$ cat src/rtl/dram_readout_pkg.sv
// Shared constants, FSM encoding and range helper for the data-memory readout block.
package dram_readout_pkg;

    localparam int ADDR_W    = 19;
    localparam int DATA_W    = 8;
    localparam int MEM_DEPTH = 67001;

    typedef enum logic [1:0] {
        IDLE   = 2'd0,
        CHECK  = 2'd1,
        STREAM = 2'd2,
        FINISH = 2'd3
    } state_t;

    // One extra bit on the sum so base+length can never wrap.
    function automatic logic range_ok(input logic [ADDR_W-1:0] base,
                                      input logic [ADDR_W-1:0] len);
        logic [ADDR_W:0] end_addr;
        end_addr = {1'b0, base} + {1'b0, len};
        return end_addr <= (ADDR_W+1)'(MEM_DEPTH);
    endfunction

endpackage

$ cat src/rtl/readout_fifo2.sv
// Two-entry synchronous FIFO; flush empties it without touching stored data.
module readout_fifo2 import dram_readout_pkg::*; #(
    parameter int W = DATA_W
) (
    input  logic         clk,
    input  logic         rst_n,
    input  logic         push,
    input  logic         pop,
    input  logic         flush,
    input  logic [W-1:0] din,
    output logic [W-1:0] head,
    output logic [1:0]   count
);

    logic [W-1:0] slot_reg [2];
    logic         rd_ptr_reg;
    logic         wr_ptr_reg;
    logic [1:0]   count_reg;
    logic         do_push;
    logic         do_pop;

    assign do_pop  = pop && (count_reg != 2'd0);
    assign do_push = push && ((count_reg != 2'd2) || do_pop);

    always_ff @(posedge clk) begin
        if (!rst_n) begin
            for (int i = 0; i < 2; i++) slot_reg[i] <= '0;
            rd_ptr_reg <= 1'b0;
            wr_ptr_reg <= 1'b0;
            count_reg  <= 2'd0;
        end else if (flush) begin
            rd_ptr_reg <= 1'b0;
            wr_ptr_reg <= 1'b0;
            count_reg  <= 2'd0;
        end else begin
            if (do_push) begin
                slot_reg[wr_ptr_reg] <= din;
                wr_ptr_reg           <= ~wr_ptr_reg;
            end
            if (do_pop) rd_ptr_reg <= ~rd_ptr_reg;
            count_reg <= count_reg + {1'b0, do_push} - {1'b0, do_pop};
        end
    end

    assign head  = slot_reg[rd_ptr_reg];
    assign count = count_reg;

endmodule

$ cat src/rtl/dram_readout.sv
// Streams a contiguous byte region from the data memory's external read port
// onto a valid/ready byte link, one byte per clock when the consumer keeps up.
module dram_readout import dram_readout_pkg::*; (
    input  logic              clk,
    input  logic              rst_n,
    input  logic              start,
    input  logic [ADDR_W-1:0] base_addr,
    input  logic [ADDR_W-1:0] length,
    input  logic              abort,
    output logic [ADDR_W-1:0] ext_addr,
    input  logic [DATA_W-1:0] ext_data,
    output logic [DATA_W-1:0] tx_data,
    output logic              tx_valid,
    input  logic              tx_ready,
    output logic              busy,
    output logic              done,
    output logic              err
);

    state_t            state_reg;
    state_t            state_next;
    logic [ADDR_W-1:0] base_reg;
    logic [ADDR_W-1:0] len_reg;
    logic [ADDR_W-1:0] issued_reg;
    logic [ADDR_W-1:0] sent_reg;
    logic [ADDR_W-1:0] ext_addr_reg;
    logic              inflight_reg;
    logic              err_reg;

    logic [1:0]        fifo_count;
    logic              pop;
    logic              push;
    logic              flush;
    logic              issue;
    logic              last_accept;
    logic              check_go;
    logic [2:0]        occupancy;

    assign tx_valid    = (fifo_count != 2'd0);
    assign pop         = tx_valid && tx_ready;
    assign push        = inflight_reg && (state_reg == STREAM);
    assign flush       = abort && ((state_reg == CHECK) || (state_reg == STREAM));
    assign last_accept = pop && ((sent_reg + ADDR_W'(1)) == len_reg);
    assign check_go    = !abort && (len_reg != '0) && range_ok(base_reg, len_reg);

    // Bytes that will be buffered after this edge; a new fetch needs a free slot then.
    assign occupancy = {1'b0, fifo_count} + {2'b00, inflight_reg} - {2'b00, pop};
    assign issue     = (state_reg == STREAM) && !abort && (issued_reg < len_reg)
                       && (occupancy < 3'd2);

    readout_fifo2 #(.W(DATA_W)) u_fifo (
        .clk   (clk),
        .rst_n (rst_n),
        .push  (push),
        .pop   (pop),
        .flush (flush),
        .din   (ext_data),
        .head  (tx_data),
        .count (fifo_count)
    );

    always_ff @(posedge clk) begin
        if (!rst_n) state_reg <= IDLE;
        else        state_reg <= state_next;
    end

    always_comb begin
        state_next = state_reg;
        unique case (state_reg)
            IDLE:   if (start) state_next = CHECK;
            CHECK: begin
                if (abort || (len_reg == '0))        state_next = FINISH;
                else if (!range_ok(base_reg, len_reg)) state_next = IDLE;
                else                                   state_next = STREAM;
            end
            STREAM: if (abort || last_accept) state_next = FINISH;
            FINISH: state_next = IDLE;
            default: state_next = IDLE;
        endcase
    end

    always_comb begin
        busy = (state_reg == CHECK) || (state_reg == STREAM);
        done = (state_reg == FINISH);
        err  = err_reg;
    end

    always_ff @(posedge clk) begin
        if (!rst_n) begin
            base_reg     <= '0;
            len_reg      <= '0;
            issued_reg   <= '0;
            sent_reg     <= '0;
            ext_addr_reg <= '0;
            inflight_reg <= 1'b0;
            err_reg      <= 1'b0;
        end else begin
            err_reg <= 1'b0;
            unique case (state_reg)
                IDLE: begin
                    inflight_reg <= 1'b0;
                    if (start) begin
                        base_reg <= base_addr;
                        len_reg  <= length;
                    end
                end
                CHECK: begin
                    // The first fetch is launched here so data is ready on entry to STREAM.
                    if (check_go) begin
                        ext_addr_reg <= base_reg;
                        issued_reg   <= ADDR_W'(1);
                        sent_reg     <= '0;
                        inflight_reg <= 1'b1;
                    end else if (!abort && (len_reg != '0)) begin
                        err_reg <= 1'b1;
                    end
                end
                STREAM: begin
                    inflight_reg <= issue;
                    if (issue) begin
                        ext_addr_reg <= base_reg + issued_reg;
                        issued_reg   <= issued_reg + ADDR_W'(1);
                    end
                    if (pop) sent_reg <= sent_reg + ADDR_W'(1);
                end
                default: inflight_reg <= 1'b0;
            endcase
        end
    end

    assign ext_addr = ext_addr_reg;

endmodule

$ cat config.mk
export PLATFORM = sky130hd
export DESIGN_NAME = dram_readout
export DESIGN_NICKNAME = d
export VERILOG_FILES = /design/src/rtl/dram_readout_pkg.sv /design/src/rtl/readout_fifo2.sv /design/src/rtl/dram_readout.sv
export SDC_FILE = /design/constraint.sdc
export NUM_CORES = 1
export LEC_CHECK = 0
export BUFFER_PORTS_ARGS = -buffer_cell sky130_fd_sc_hd__buf_2
export CORE_MARGIN = 1.5
export CORE_UTILIZATION = 35
export DETAILED_ROUTE_END_ITERATION = 12
export MAX_ROUTING_LAYER = met4
export PLACE_DENSITY = 0.56
export SETUP_SLACK_MARGIN = 0.4
export SLEW_MARGIN = 30
export SYNTH_ARGS = -nofsm -noshare
export SYNTH_HDL_FRONTEND = slang
export SYNTH_SLANG_ARGS = --single-unit
$ cat constraint.sdc
create_clock -name clk -period 7.45 [get_ports clk]
set_input_delay 0.3725 -clock clk [delete_from_list [all_inputs] [get_ports clk]]
set_output_delay 0.3725 -clock clk [all_outputs]
set_load 0.1 [all_outputs]
* Word level (Yosys, flattened, before mapping)
Memories as Yosys holds them, arrays and structs flattened. A register that Yosys moved wholly into a read port is not among the register bits.
Cells that the tools add are included.
W data, S select, Z words.
** Cells by class
- $add $sub $neg :: 8
- Magnitude comparators :: 3
- Equality and inequality tests :: 10
- Mux-type cells :: 27
- Bitwise operators :: 4
- Reductions and logical operators :: 28
** Operators with widths (count)
- $mux W19 :: 6
- $pmux W19 S2 :: 3
- $add A19 B1 Y19 const B :: 2
- $add A19 B19 Y20 :: 1
- $le A20 B17 Y1 const B :: 1
- $add A19 B19 Y19 :: 1
- $eq A19 B19 Y1 :: 1
- $logic_not A19 Y1 :: 1
- $lt A19 B19 Y1 :: 1
- $reduce_bool A19 Y1 :: 1
- $logic_and A1 B1 Y1 :: 11
- $mux W1 :: 11
- $ne A2 B2 Y1 const B :: 5
- $mux W2 :: 4
- $mux W8 :: 1
- $pmux W2 S4 :: 1
- $reduce_or A8 Y1 :: 1
- $reduce_and A3 Y1 :: 2
- $eq A2 B2 Y1 const B :: 2
- $logic_or A1 B1 Y1 :: 4
- $not A1 Y1 :: 4
- $reduce_and A2 Y1 :: 2
- $reduce_bool A2 Y1 :: 2
- $add A2 B1 Y3 :: 1
- other kinds (11) :: 11
** Word-level totals
- Register bits :: 103
- Bits in writable memories :: 16
- Bits of input ports :: 51
- Word-level logic and storage cells :: 92
- Memories :: 1
** Memory list
- u_fifo.slot_reg :: words 2, bits a word 8, read ports 1, clocked after Yosys merged registers in 1, write ports 2, line readout_fifo2.sv:15 : logic [W-1:0] slot_reg [2];

* Logic depth before layout (Yosys ltp)
- Depth in word-level cells :: 11
- Depth in mapped cells :: 17

* By module
Synthesis repeated with hierarchy kept, for this count alone.
** Second synthesis, totals
- Cell total of the unflattened synthesis :: 995
- Area total of the unflattened synthesis :: 8139.1 um^2
** By module, submodules not included
- dram_readout :: times used 1, cells an instance 925, area each 7171.9 um^2, sequential area each 1981.9 um^2
- readout_fifo2 :: times used 1, cells an instance 70, area each 967.2 um^2, sequential area each 580.6 um^2

* Worst setup path before layout
Ideal clock, no wire load.
- Path type :: register -> register
- Start point :: reg u_fifo.count_reg[1] (netlist: u_fifo.count[1])
- End point :: reg ext_addr_reg[14] (netlist: ext_addr[14])
- Arrival time :: 3.795 ns
- Setup slack :: 3.567 ns
- Stages on the path, launching flop included :: 18
- Path buffers :: 2
- Period minus slack after synthesis :: 3.883 ns
- Path through :: dfxtp_1 > or2_2 > and2_1 > clkbuf_1 > ha_1 > inv_1 > nand2_1 > fa_1 > nor4b_1 > nand2_1 > nor2_1 > nand2_1 > o32ai_1 > or2_2 > o211a_4 > buf_6 > nor2_1 > a311oi_2
** On the way
- Cells in the longest elaborated chain, start to end :: 7
** RTL lines
- start: declaration :: line readout_fifo2.sv:18 : logic [1:0] count_reg;
- start signal: assignment :: line readout_fifo2.sv:41 : count_reg <= count_reg + {1'b0, do_push} - {1'b0, do_pop};
- $reduce_bool A2 Y1 :: line dram_readout.sv:39 : assign tx_valid = (fifo_count != 2'd0);
- net tx_valid :: line dram_readout.sv:13 : output logic tx_valid,
- $logic_and A1 B1 Y1 :: line dram_readout.sv:40 : assign pop = tx_valid && tx_ready;
- $sub A3 B1 Y3 :: line dram_readout.sv:47 : assign occupancy = {1'b0, fifo_count} + {2'b00, inflight_reg} - {2'b00, pop};
- $lt A3 B2 Y1 :: line dram_readout.sv:49 : && (occupancy < 3'd2);
- $logic_and A1 B1 Y1 :: line dram_readout.sv:49
- $ne A2 B2 Y1 (no source line)
- $reduce_and A3 Y1 (no source line)
- end signal: assignment :: line dram_readout.sv:110 : ext_addr_reg <= base_reg;
- end signal: assignment :: line dram_readout.sv:121 : ext_addr_reg <= base_reg + issued_reg;
- end: declaration :: line dram_readout.sv:26 : logic [ADDR_W-1:0] ext_addr_reg;
The timed path passes the listed nets, and every way through them passes these cells.
A chain may end at the register's enable or synchronous reset.

* Worst setup path in the final report
- Start point :: reg u_fifo.count_reg[1] (netlist: u_fifo.count[1])
- End point :: reg ext_addr_reg[14] (netlist: ext_addr[14])
** On the way
- Cells in the longest elaborated chain, start to end :: 7
** RTL lines (line)
- parallel branches: the longest is 2 deep, another holds $add A2 B1 Y3
- $sub A3 B1 Y3 * :: dram_readout.sv:47
- $lt A3 B2 Y1 * :: dram_readout.sv:49
- $logic_and A1 B1 Y1 * :: dram_readout.sv:49
- $ne A2 B2 Y1 (no source line) *
- $reduce_and A3 Y1 (no source line) *
Every way passes the cells marked *.

==> flow_summary.json <==
{
  "status": "completed",
  "leakagePower_nw": 3.848,
  "cap_violations": 0,
  "drive_gt1_frac": 0.1542,
  "grt_pass1_vias": 6817,
  "cp_top_family": "simple AND/OR/NAND/NOR gates",
  "die_y_um": 157.1,
  "dpl_cell_area_um2": 8941,
  "vdd.ir_drop.worst_v": 0.0002867,
  "synth_common_cells": "nand2_1 (120), a21oi_1 (104), dfxtp_1 (104)",
  "rsz0062_at_grt": "no",
  "start_util": 0.3551,
  "wire_per_inst_um": 17.36,
  "powerDensity_nw_per_um2": 253.8,
  "async_reset_ff_frac": 0,
  "netlist.area_leader.share": 0.2506,
  "post-route-period-util": 0.5513,
  "synth-edff-count": 16,
  "hp-class": "primary input to register",
  "place_hpwl_mm": 17.42,
  "fmaxAchievable_mhz": 243.5,
  "ys_warn_count": 0,
  "ys_seq_elements": 120,
  "yosysTopAreaCell": "dfxtp_1",
  "final-setup-viol-count": 0,
  "max_slew_margin": 0.3747,
  "arrival_ns": 4.44,
  "place_ws_ns": 3.407,
  "hold_buffers": 0,
  "crit_fanout": 40,
  "ys_seq_area_frac": 0.3084,
  "fin_util": 0.4090,
  "grt_pass1_wl_mm": 37.84,
  "synth_area_um2": 8309,
  "dp_cells": 1357,
  "drc": 0,
  "power_frac_clock": 0.361,
  "fillCellCount": 2459,
  "post_cts_buffers": 0,
  "fin_skew_ns": 0.009752,
  "vias_per_cell": 5.325,
  "start_kind": "register",
  "die_x_um": 157.1,
  "first_iter_violations": 524,
  "pin_count": 82,
  "synth.area.top_cells": "dfxtp_1 (25%), ha_1 (9.8%), a21oi_1 (6.3%), edfxtp_1 (5.8%), nand2_1 (5.4%)",
  "insertion_delay_ns": 0.43,
  "fin_setup_tns_ns": 0,
  "core_um2": 23400,
  "swShare": 0.3958,
  "antenna_found_initial": 0,
  "ys.flop_type": "dfxtp_1",
  "postSynthCellCount": 1001,
  "grt_overflow": 0,
  "worstPathRequired_ns": 7.78,
  "synthDistinctLibCells": 79,
  "worst_slack_ns": 3.343,
  "worst_path_most_repeated_cell": "nand2_1",
  "slew_violations": 0,
  "crit_type": "register to register",
  "hold_violations": 0,
  "yosysMostFrequentCell": "nand2_1",
  "port_buffers": 81,
  "endpoint_kind": "register",
  "postLayoutCellArea_um2": 9570,
  "finalNetCount": 1176,
  "grt_start_max_net_pins": 65,
  "die_area_um2": 24670,
  "hold-worst-slack_ns": 0.1743,
  "avgSynthCellArea_um2": 8.301,
  "ff2ff_setup_slack_ns": 3.34,
  "ctsRootBufferMaster": "clkbuf_16",
  "fp-row-count": 56,
  "critPathBufInv": 1,
  "clock-sinks": 120,
  "power.total_mw": 2.429,
  "drtAntennaViolNets": 0,
  "crit_chain": "or2_2, and2_1, ha_1, inv_1, nand2_1, fa_1, nor4b_1, nand2_1, nor2_1, nand2_1, o32ai_1, or2_2, o211a_4, nor2_1, a311oi_2",
  "routed_wl_mm": 24.12,
  "grt_usage": 0.2054,
  "gp_congestion": 0.9117,
  "pwr-share-comb": 0.315,
  "synth.net_count": 1120,
  "areaGrowthSynthToFinish_pct": 15.18,
  "cts_tree": "yes",
  "slowest_delay_ns": 0.57,
  "vias": 7397,
  "min_period_ns": 4.107,
  "numCtsBuffers": 17,
  "tightest_slew_ns": 0.9363,
  "p_sw_mw": 0.9614,
  "n_antenna_cell": 0,
  "internal_power_mw": 1.467,
  "crit_slowest_cell": "o32ai_1",
  "stdcell_count": 1389,
  "pwr-share-seq": 0.323,
  "dr.pass1.iters": 5,
  "clk_pin_slew_ns": 0.06,
  "clock_path_buffers": 2,
  "htree_num_levels": 4,
  "ctsResizeCount": 0
}
layout by cell type (no fill, tap or decap), drive strengths merged, types with 6 or more instances in the layout:
master / instances
o21a: 7
xor2: 17
mux2i: 29
ha: 65
a21o: 10
o31ai: 12
clkinv: 6
nand3: 32
a21oi: 106
buf: 85
nor3: 15
or2: 7
and3: 24
nor2: 66
clkbuf: 21
and2: 27
nor2b: 8
dfxtp: 104
nor4: 8
inv: 46
o41ai: 7
a211oi: 29
xnor2: 38
and4: 6
o21ai: 44
nand4: 18
mux2: 9
a31oi: 9
edfxtp: 16
nand2: 122
o211ai: 10
path summary, 6_finish.rpt:
path | startpoint | endpoint | cells after the start
setup / recovery | u_fifo.count[1] | ext_addr[14] | 15
setup reg to reg | u_fifo.count[1] | ext_addr[14] | 15
hold / removal | length[13] | len_reg[13] | 3
hold reg to reg | ext_addr[1] | ext_addr[1] | 2
tightest hold or removal path, stage by stage:
cell and delay (ns):
buf_2 0.10, nand2_1 0.05, a21oi_1 0.05
cell families (layout without fill, tap and decap cells):
| kind of cell | after synthesis | after routing | synth area share |
|---|---|---|---|
| AND/OR/NAND/NOR | 352 | 352 | 0.2061 |
| AO/OA/AOI/OAI | 276 | 276 | 0.2293 |
| flip-flops | 120 | 120 | 0.3084 |
| buffers and inverters | 92 | 161 | 0.04547 |
| adder cells (fa/ha/maj) | 68 | 68 | 0.1051 |
| XOR/XNOR | 55 | 55 | 0.05797 |
| multiplexers | 38 | 38 | 0.04758 |
cell type report:
type	count	area, µm²	area share
Clock buffer	21	493.0	0.05151
Clock inverter	11	136.4	0.01425
Inverter	44	165.2	0.01726
Multi-Input combinational cell	789	5379	0.5620
Sequential cell	120	2562	0.2677
Tap cell	319	399.1	0.04170
Timing Repair Buffer	85	435.4	0.04550
power by group through the flow:
stage | registers (mW) | clock network, mW | logic [mW]
3_5_place_dp | 0.799 | 0 | 0.768
4_1_cts | 0.786 | 0.898 | 0.770
3_3_place_gp | 0.799 | 0 | 0.758
2_1_floorplan | 0.965 | 0 | 0.432
6_report | 0.785 | 0.878 | 0.766
5_1_grt | 0.791 | 0.919 | 0.827
metal layers:
layer | track usage | share of wire | up-vias
met4 | 0.06379 | 0.019 | 0
met5 | - | 0 | -
met2 | 0.3211 | 0.46 | 182
li1 | - | - | 3749
met1 | 0.2710 | 0.48 | 3442
met3 | 0.03442 | 0.044 | 24
Power figures use the tool's default switching activity.
